[src/rtl/sun_pll_ctrl.sv]
// sun_pll_ctrl: startup and lock controller for the SUN PLL ring oscillator.
// Powers up the oscillator, measures the divided feedback clock over a
// reference-clock window, binary-searches the VDD_ROSC DAC code and then
// tracks it by +/-1 LSB, flagging LOCK while the count stays within TOL.
module sun_pll_ctrl #(
  parameter int CODE_W     = 6,
  parameter int CNT_W      = 10,
  parameter int WIN_W      = 10,
  parameter int SETTLE_CYC = 16,
  parameter int TOL        = 2
) (
  input  logic              CK,
  input  logic              RSTN,
  input  logic              EN,
  input  logic [CNT_W-1:0]  TARGET,
  input  logic [WIN_W-1:0]  WINDOW,
  input  logic              CK_FB,
  output logic              PWRUP,
  output logic [CODE_W-1:0] CODE,
  output logic [CNT_W-1:0]  COUNT,
  output logic              BUSY,
  output logic              LOCK
);

  localparam int SET_W = (SETTLE_CYC > 1) ? $clog2(SETTLE_CYC) : 1;
  localparam int BIT_W = (CODE_W > 1) ? $clog2(CODE_W) : 1;

  localparam logic [CODE_W-1:0] CODE_MID = {1'b1, {(CODE_W-1){1'b0}}};
  localparam logic [BIT_W-1:0]  BIT_TOP  = BIT_W'(CODE_W - 1);
  localparam logic [SET_W-1:0]  SET_LAST = SET_W'(SETTLE_CYC - 1);
  localparam logic [CNT_W:0]    TOL_X    = (CNT_W + 1)'(TOL);

  typedef enum logic [1:0] {
    S_OFF,
    S_SETTLE,
    S_MEASURE,
    S_DECIDE
  } state_t;

  typedef enum logic {
    PH_SAR,
    PH_TRACK
  } phase_t;

  state_t              r_state, w_state_nxt;
  phase_t              r_phase, w_phase_nxt;
  logic [CODE_W-1:0]   r_code, w_code_nxt;
  logic [CNT_W-1:0]    r_count, w_count_nxt;
  logic                r_lock, w_lock_nxt;
  logic [BIT_W-1:0]    r_bit, w_bit_nxt;
  logic [SET_W-1:0]    r_set_cnt, w_set_cnt_nxt;
  logic [WIN_W-1:0]    r_win_cnt, w_win_cnt_nxt;
  logic [WIN_W-1:0]    r_win_last, w_win_last_nxt;
  logic [CNT_W-1:0]    r_edge_cnt, w_edge_cnt_nxt;
  logic [CNT_W-1:0]    r_target, w_target_nxt;
  logic                r_s1, r_s2, r_s3;

  logic                w_edge;
  logic [CNT_W-1:0]    w_cnt_inc;
  logic [WIN_W-1:0]    w_win_len_m1;
  logic [CODE_W-1:0]   w_bit_mask;
  logic [CNT_W:0]      w_cnt_x, w_tgt_x;
  logic                w_below, w_too_low, w_too_high;

  // Datapath helpers: feedback edge, saturating count, window length, compares
  always_comb begin
    w_edge       = r_s2 & ~r_s3;
    w_cnt_inc    = (w_edge && (r_edge_cnt != '1)) ? r_edge_cnt + CNT_W'(1) : r_edge_cnt;
    w_win_len_m1 = (WINDOW == '0) ? '0 : WINDOW - WIN_W'(1);
    w_bit_mask   = CODE_W'(1) << r_bit;
    w_cnt_x      = {1'b0, r_count};
    w_tgt_x      = {1'b0, r_target};
    w_below      = r_count < r_target;
    // Bounds extended by one bit so TARGET +/- TOL never wraps
    w_too_low    = (w_cnt_x + TOL_X) < w_tgt_x;
    w_too_high   = w_cnt_x > (w_tgt_x + TOL_X);
  end

  // Next-state and register-update logic for the startup/lock sequencer
  always_comb begin
    w_state_nxt    = r_state;
    w_phase_nxt    = r_phase;
    w_code_nxt     = r_code;
    w_count_nxt    = r_count;
    w_lock_nxt     = r_lock;
    w_bit_nxt      = r_bit;
    w_set_cnt_nxt  = r_set_cnt;
    w_win_cnt_nxt  = r_win_cnt;
    w_win_last_nxt = r_win_last;
    w_edge_cnt_nxt = r_edge_cnt;
    w_target_nxt   = r_target;

    if (!EN) begin
      w_state_nxt    = S_OFF;
      w_phase_nxt    = PH_SAR;
      w_code_nxt     = CODE_MID;
      w_lock_nxt     = 1'b0;
      w_bit_nxt      = BIT_TOP;
      w_set_cnt_nxt  = '0;
      w_win_cnt_nxt  = '0;
      w_edge_cnt_nxt = '0;
    end else begin
      case (r_state)
        S_OFF: begin
          w_state_nxt   = S_SETTLE;
          w_phase_nxt   = PH_SAR;
          w_code_nxt    = CODE_MID;
          w_lock_nxt    = 1'b0;
          w_bit_nxt     = BIT_TOP;
          w_set_cnt_nxt = '0;
        end
        S_SETTLE: begin
          if (r_set_cnt == SET_LAST) begin
            w_state_nxt    = S_MEASURE;
            w_set_cnt_nxt  = '0;
            w_win_cnt_nxt  = '0;
            w_edge_cnt_nxt = '0;
            w_win_last_nxt = w_win_len_m1;
          end else begin
            w_set_cnt_nxt = r_set_cnt + SET_W'(1);
          end
        end
        S_MEASURE: begin
          w_edge_cnt_nxt = w_cnt_inc;
          if (r_win_cnt == r_win_last) begin
            // Result includes an edge seen in the final window cycle
            w_count_nxt   = w_cnt_inc;
            w_target_nxt  = TARGET;
            w_win_cnt_nxt = '0;
            w_state_nxt   = S_DECIDE;
          end else begin
            w_win_cnt_nxt = r_win_cnt + WIN_W'(1);
          end
        end
        S_DECIDE: begin
          w_state_nxt   = S_SETTLE;
          w_set_cnt_nxt = '0;
          if (r_phase == PH_SAR) begin
            w_code_nxt = w_below ? r_code : (r_code & ~w_bit_mask);
            if (r_bit != '0) begin
              w_code_nxt = w_code_nxt | (w_bit_mask >> 1);
              w_bit_nxt  = r_bit - BIT_W'(1);
            end else begin
              w_phase_nxt = PH_TRACK;
            end
          end else begin
            if (w_too_low) begin
              w_lock_nxt = 1'b0;
              w_code_nxt = (r_code == '1) ? r_code : r_code + CODE_W'(1);
            end else if (w_too_high) begin
              w_lock_nxt = 1'b0;
              w_code_nxt = (r_code == '0) ? r_code : r_code - CODE_W'(1);
            end else begin
              w_lock_nxt = 1'b1;
            end
          end
        end
        default: w_state_nxt = S_OFF;
      endcase
    end
  end

  // State and datapath registers with synchronous active-low reset
  always_ff @(posedge CK) begin
    if (!RSTN) begin
      r_state    <= S_OFF;
      r_phase    <= PH_SAR;
      r_code     <= CODE_MID;
      r_count    <= '0;
      r_lock     <= 1'b0;
      r_bit      <= BIT_TOP;
      r_set_cnt  <= '0;
      r_win_cnt  <= '0;
      r_win_last <= '0;
      r_edge_cnt <= '0;
      r_target   <= '0;
    end else begin
      r_state    <= w_state_nxt;
      r_phase    <= w_phase_nxt;
      r_code     <= w_code_nxt;
      r_count    <= w_count_nxt;
      r_lock     <= w_lock_nxt;
      r_bit      <= w_bit_nxt;
      r_set_cnt  <= w_set_cnt_nxt;
      r_win_cnt  <= w_win_cnt_nxt;
      r_win_last <= w_win_last_nxt;
      r_edge_cnt <= w_edge_cnt_nxt;
      r_target   <= w_target_nxt;
    end
  end

  // Two-flop synchronizer for CK_FB plus a history flop for edge detection
  always_ff @(posedge CK) begin
    if (!RSTN) begin
      r_s1 <= 1'b0;
      r_s2 <= 1'b0;
      r_s3 <= 1'b0;
    end else begin
      r_s1 <= CK_FB;
      r_s2 <= r_s1;
      r_s3 <= r_s2;
    end
  end

  // Output mapping
  always_comb begin
    PWRUP = (r_state != S_OFF);
    BUSY  = (r_state != S_OFF);
    CODE  = r_code;
    COUNT = r_count;
    LOCK  = r_lock;
  end

endmodule

[config.mk]
export PLATFORM = sky130hd
export DESIGN_NAME = sun_pll_ctrl
export DESIGN_NICKNAME = d
export VERILOG_FILES = /design/src/rtl/sun_pll_ctrl.sv
export SDC_FILE = /design/constraint.sdc
export NUM_CORES = 1
export LEC_CHECK = 0
export CAP_MARGIN = 20
export CORE_UTILIZATION = 52
export DETAILED_ROUTE_END_ITERATION = 10
export HOLD_SLACK_MARGIN = 0.15
export PLACE_DENSITY = 0.83
export SLEW_MARGIN = 20
export SYNTH_ARGS = -nofsm -noshare
export SYNTH_HDL_FRONTEND = slang
export SYNTH_SLANG_ARGS = --single-unit
[constraint.sdc]
create_clock -name CK -period 5.4 [get_ports CK]
set_clock_uncertainty 0.1 [all_clocks]
set_input_delay 0.81 -clock CK [delete_from_list [all_inputs] [get_ports CK]]
set_output_delay 0.81 -clock CK [all_outputs]
set_load 0.02 [all_outputs]
# Yosys cells after proc, flatten, opt, wreduce, memory -nomap -nowiden
# Index checks and enable logic that the tools add are counted.
# op_classes
add_sub_neg	9
eq_ne	15
muxes	29
n_bitwise	5
n_reduce_logical	18
shift	1
magnitude_cmp	3
# op_table
op	n
$mux W6	7
$mux W10	4
$pmux W10 S2	2
$add A10 B2 Y11 const B	2
$add A10 B1 Y10 const B	2
$ne A4 B4 Y1 const B	3
$pmux W6 S2	1
$gt A10 B11 Y1	1
$lt A11 B10 Y1	1
$eq A10 B10 Y1	1
$logic_not A10 Y1	1
$lt A10 B10 Y1	1
$ne A10 B10 Y1 const B	1
$ne A2 B2 Y1 const B	5
$sub A10 B1 Y10 const B	1
$reduce_and A3 Y1	3
$pmux W4 S2	1
$reduce_and A2 Y1	4
$reduce_bool A2 Y1	4
$add A6 B1 Y6 const B	1
$and A6 B6 Y6	1
$eq A6 B6 Y1 const B	1
$logic_not A6 Y1	1
$mux W3	2
22 further kinds	29
# totals
regBits	70
elab_cells	94
input_bits	24

# Depth between registers and ports, before layout
# depth
depth_word	8
ltp_mapped	18

# Worst setup path before layout
# Ideal clock, no wire load.
# synth_timing
kind	reg2reg
from	register r_count[1], in the netlist COUNT[1]
to	register r_code[5], in the netlist CODE[5]
path_slack_ns	1.638
arrival_time_ns	3.537
t_required_ns	5.175
setup_time_ns	0.125
stages_incl_launch_ff	17
period_less_slack_ns	3.762
n_path_buf	0
path_cell_list	dfxtp_1 -> ha_1 -> nand3_1 -> xnor2_1 -> ha_1 -> and3_1 -> a221o_1 -> o2111ai_2 -> nand2_2 -> ha_1 -> a211oi_1 -> o21bai_1 -> a21oi_1 -> xnor2_1 -> xnor2_1 -> a211oi_1 -> mux2i_1
# synth_via
elab_chain_cells	6
# synth_rtl
element	line	text
from (decl)	48	logic [CNT_W-1:0] r_count, w_count_nxt;
from (signal assigned)	181	r_count <= w_count_nxt;
branches (longest 6 deep; another with $add A10 B2 Y11)	n/a	
to (signal assigned)	180	r_code <= w_code_nxt;
to (decl)	47	logic [CODE_W-1:0] r_code, w_code_nxt;
# Parallel ways; which one is timed is not known.
# A chain may end at the register's enable or synchronous reset.

# Worst setup path in the final report
# Same ends and word-level chain as after synthesis.

==> flow_summary.ini <==
[critical_path]
cp-startpoint = COUNT[1]$_SDFFE_PN0P_
crit_buf_inv = 0
critPathSlowestCell = dfxtp_1
startpoint_type = flop
r2r_start = COUNT[1]$_SDFFE_PN0P_
end_kind = flop
r2r-end = CODE[5]$_SDFFE_PN1P_
cp.depth = 16
ff2ff_setup_slack_ps = 1450
crit_required_ps = 5530
cp_slowest_stage_delay_ps = 480
critPathKind = flop to flop
arrival_ps = 4090
cp_top_family = compound AO/OA/AOI/OAI gates
crit_chain = ha_1, nand3_1, xnor2_1, ha_1, and3_1, a221o_1, o2111ai_2, nand2_2, ha_1, a211oi_1, o21bai_1, a21oi_1, xnor2_1, xnor2_1, a211oi_1, mux2i_1
worst-r2r-cell-count = 16
endpoint = CODE[5]$_SDFFE_PN1P_
cp_max_fo = 8

[final_layout]
diodes = 0
ff_latch_area_sq_um = 1400
layout-drive-gt1-share_pct = 4.83
multi_input_area_sq_um = 3120
nNetsFinal = 669
fin_area_sq_um = 5410
fillerInstances = 771
syn_to_final_growth_pct = 14.5

[clock_tree]
worstSkewPairLatency_ps = 340
htreeDepth = 3
cts_resized = 0
cts-buffers-inserted = 9
cts_sinks = 70
clkSlewWorstSetupHoldPaths_ps = 90
cts-root-buf = clkbuf_8
hold_buffers = 0
cts_tree = yes
cts_setup_buffers = 0
clk_path_buf_depth = 2

[logic_synthesis]
synthArstFlopShare_pct = 0
synthTopCellsByCount = dfxtp_1, nand2_1, ha_1
synth_enable_flop_cells = 0
syn_nets = 634
synth_cell_types = 60
synth-main-ff-cell = dfxtp_1
ys_seq_area_share_pct = 29.7
syn_area_per_cell_sq_um = 8.43
synth_top_area_share_pct = 29.7
yosys.area.top_type = dfxtp_1
yosys_warnings = 0
postSynthCellCount = 560
synth-seq-cells = 70
yosysMostFrequentCell = dfxtp_1
synth_area_sq_um = 4720
ys_top_cells_by_area = dfxtp_1, ha_1, xor2_1, xnor2_1, mux2i_1

[global_routing]
overflow = 0
grt_pass1_wl_mm = 18.1
antenna_found_initial = 0
grt_pass1_vias = 3970
track_usage_pct = 23.2
grt_max_degree = 36

[die]
die_h_um = 97.3
io_pins = 43
fp.coreArea_sq_um = 8760
rows = 34
die-area_sq_um = 9470
initial_core_util_pct = 53.9
die_w_um = 97.3

[timing]
min_period_ps = 3950
tightest_slew_ps = 754
tns_ps = 0
setup_viol = 0
grt_setup_unrepaired = false
drv_slew = 0
hold_viol_final = 0
fmax_ghz = 0.253
slew-limit-headroom_pct = 49.6
period_share_pct = 73.2
fin_ws_ps = 1450

[power]
p_leak_nw = 2.18
power_density_nw_per_um2 = 205
peakVddDrop_mv = 0.206

[drt]
drtIter0Drc = 187
antenna_left = 0
wire_per_inst_um = 14.9
via_per_inst = 5.74
drc = 0
dr_total_vias = 4062
drt_wl_total_mm = 10.6
dr.pass1.iters = 5

[placed_design]
place_hpwl_mm = 8.08
dp_slack_ps = 1430
gp_congestion = 0.965
place_area_sq_um = 5210
port_buffers = 42

[run]
maxCapViolCount = 0

[hold_path]
hold_class = flop to flop

[status]
status = finished, final reports clean
## how the worst min path moves through the flow
stage	cells past startpoint	end	slack, ps	from
after floorplan	1	r_s2$_SDFF_PN0_	310	r_s1$_SDFF_PN0_
after global routing	1	r_s2$_SDFF_PN0_	350	r_s1$_SDFF_PN0_
after detailed placement	1	r_s2$_SDFF_PN0_	320	r_s1$_SDFF_PN0_
after global placement	1	r_s2$_SDFF_PN0_	320	r_s1$_SDFF_PN0_
final	1	r_s2$_SDFF_PN0_	340	r_s1$_SDFF_PN0_
after CTS	1	r_s2$_SDFF_PN0_	340	r_s1$_SDFF_PN0_
## where the power goes
part,total (mW),internal (mW),leakage [nW],switching [mW]
logic,0.157,0.0722,1.52,0.0846
clock network,0.426,0.226,0.0955,0.200
registers,0.529,0.521,0.565,0.00740
## cells by family (layout without fill, tap and decap cells)
| logic type | count (synthesis) | after routing | share of synthesized area (%) |
|---|---|---|---|
| mux | 22 | 22 | 4.69 |
| xor+xnor | 54 | 54 | 10.0 |
| fa+ha+maj | 50 | 50 | 13.4 |
| compound gates | 111 | 111 | 16.8 |
| simple gates | 203 | 203 | 21.2 |
| buf+inv | 50 | 90 | 4.24 |
| flops | 70 | 70 | 29.7 |
## flip-flops by register name (all words and copies together), names as in the netlist
name / count
r_state: 2
LOCK: 1
r_set_cnt: 4
r_win_cnt: 10
r_win_last: 10
r_s2: 1
CODE: 6
r_s1: 1
r_bit: 3
r_phase: 1
r_target: 10
r_edge_cnt: 10
r_s3: 1
COUNT: 10
## per-stage QoR
step           power, mW  cells  hold slack [ps]  utilization [%]
6_report            1.11    708              337             61.7
5_1_grt             1.16    708              348             61.7
4_1_cts             1.12    708              340             61.7
3_5_place_dp       0.696    692              319             59.4
3_3_place_gp       0.689    692              316             59.4
2_1_floorplan      0.645    560              312                -
## layer usage
layer  GRT usage [%]  vias to the layer above  share of wire [%]
li1                -                     2047                  -
met1            28.5                     1887                 44
met2            40.0                      105                 49
met3            3.67                       23                4.0
met4            9.84                        0                2.8
met5               0                        -                  0
## cells in the final DEF (no fill, tap or decap), types with 3 or more instances in the layout
cell	instances
o211a_1	8
nor4_1	5
o211ai_1	3
o21bai_1	4
nand3_1	20
nand2_1	55
o21ai_0	17
a22oi_1	12
nand4_1	13
xnor2_1	25
dfxtp_1	70
or3_1	3
nor3_1	15
a21oi_1	27
and2_1	9
nor2_1	42
clkdlybuf4s50_1	42
and3_1	6
nor2b_1	22
mux2i_1	21
a211oi_1	6
a21o_1	9
ha_1	49
nor3b_1	4
xor2_1	29
inv_1	30
clkbuf_8	10
## worst register-to-register path, cell delays in order, from the launching register on
cell and delay [ps]:
dfxtp_1 480, ha_1 270, nand3_1 110, xnor2_1 160, ha_1 310, and3_1 200
a221o_1 360, o2111ai_2 200, nand2_2 160, ha_1 330, a211oi_1 310, o21bai_1 120
a21oi_1 190, xnor2_1 160, xnor2_1 80, a211oi_1 240, mux2i_1 100
## cell type report
cell class	count	area share (%)
Clock buffer	11	2.61
Clock inverter	5	1.09
Inverter	30	2.08
Multi-Input combinational cell	440	57.8
Sequential cell	70	25.9
Tap cell	108	2.50
Timing Repair Buffer	44	8.05
Note: power is estimated with default switching activity, not from simulation.
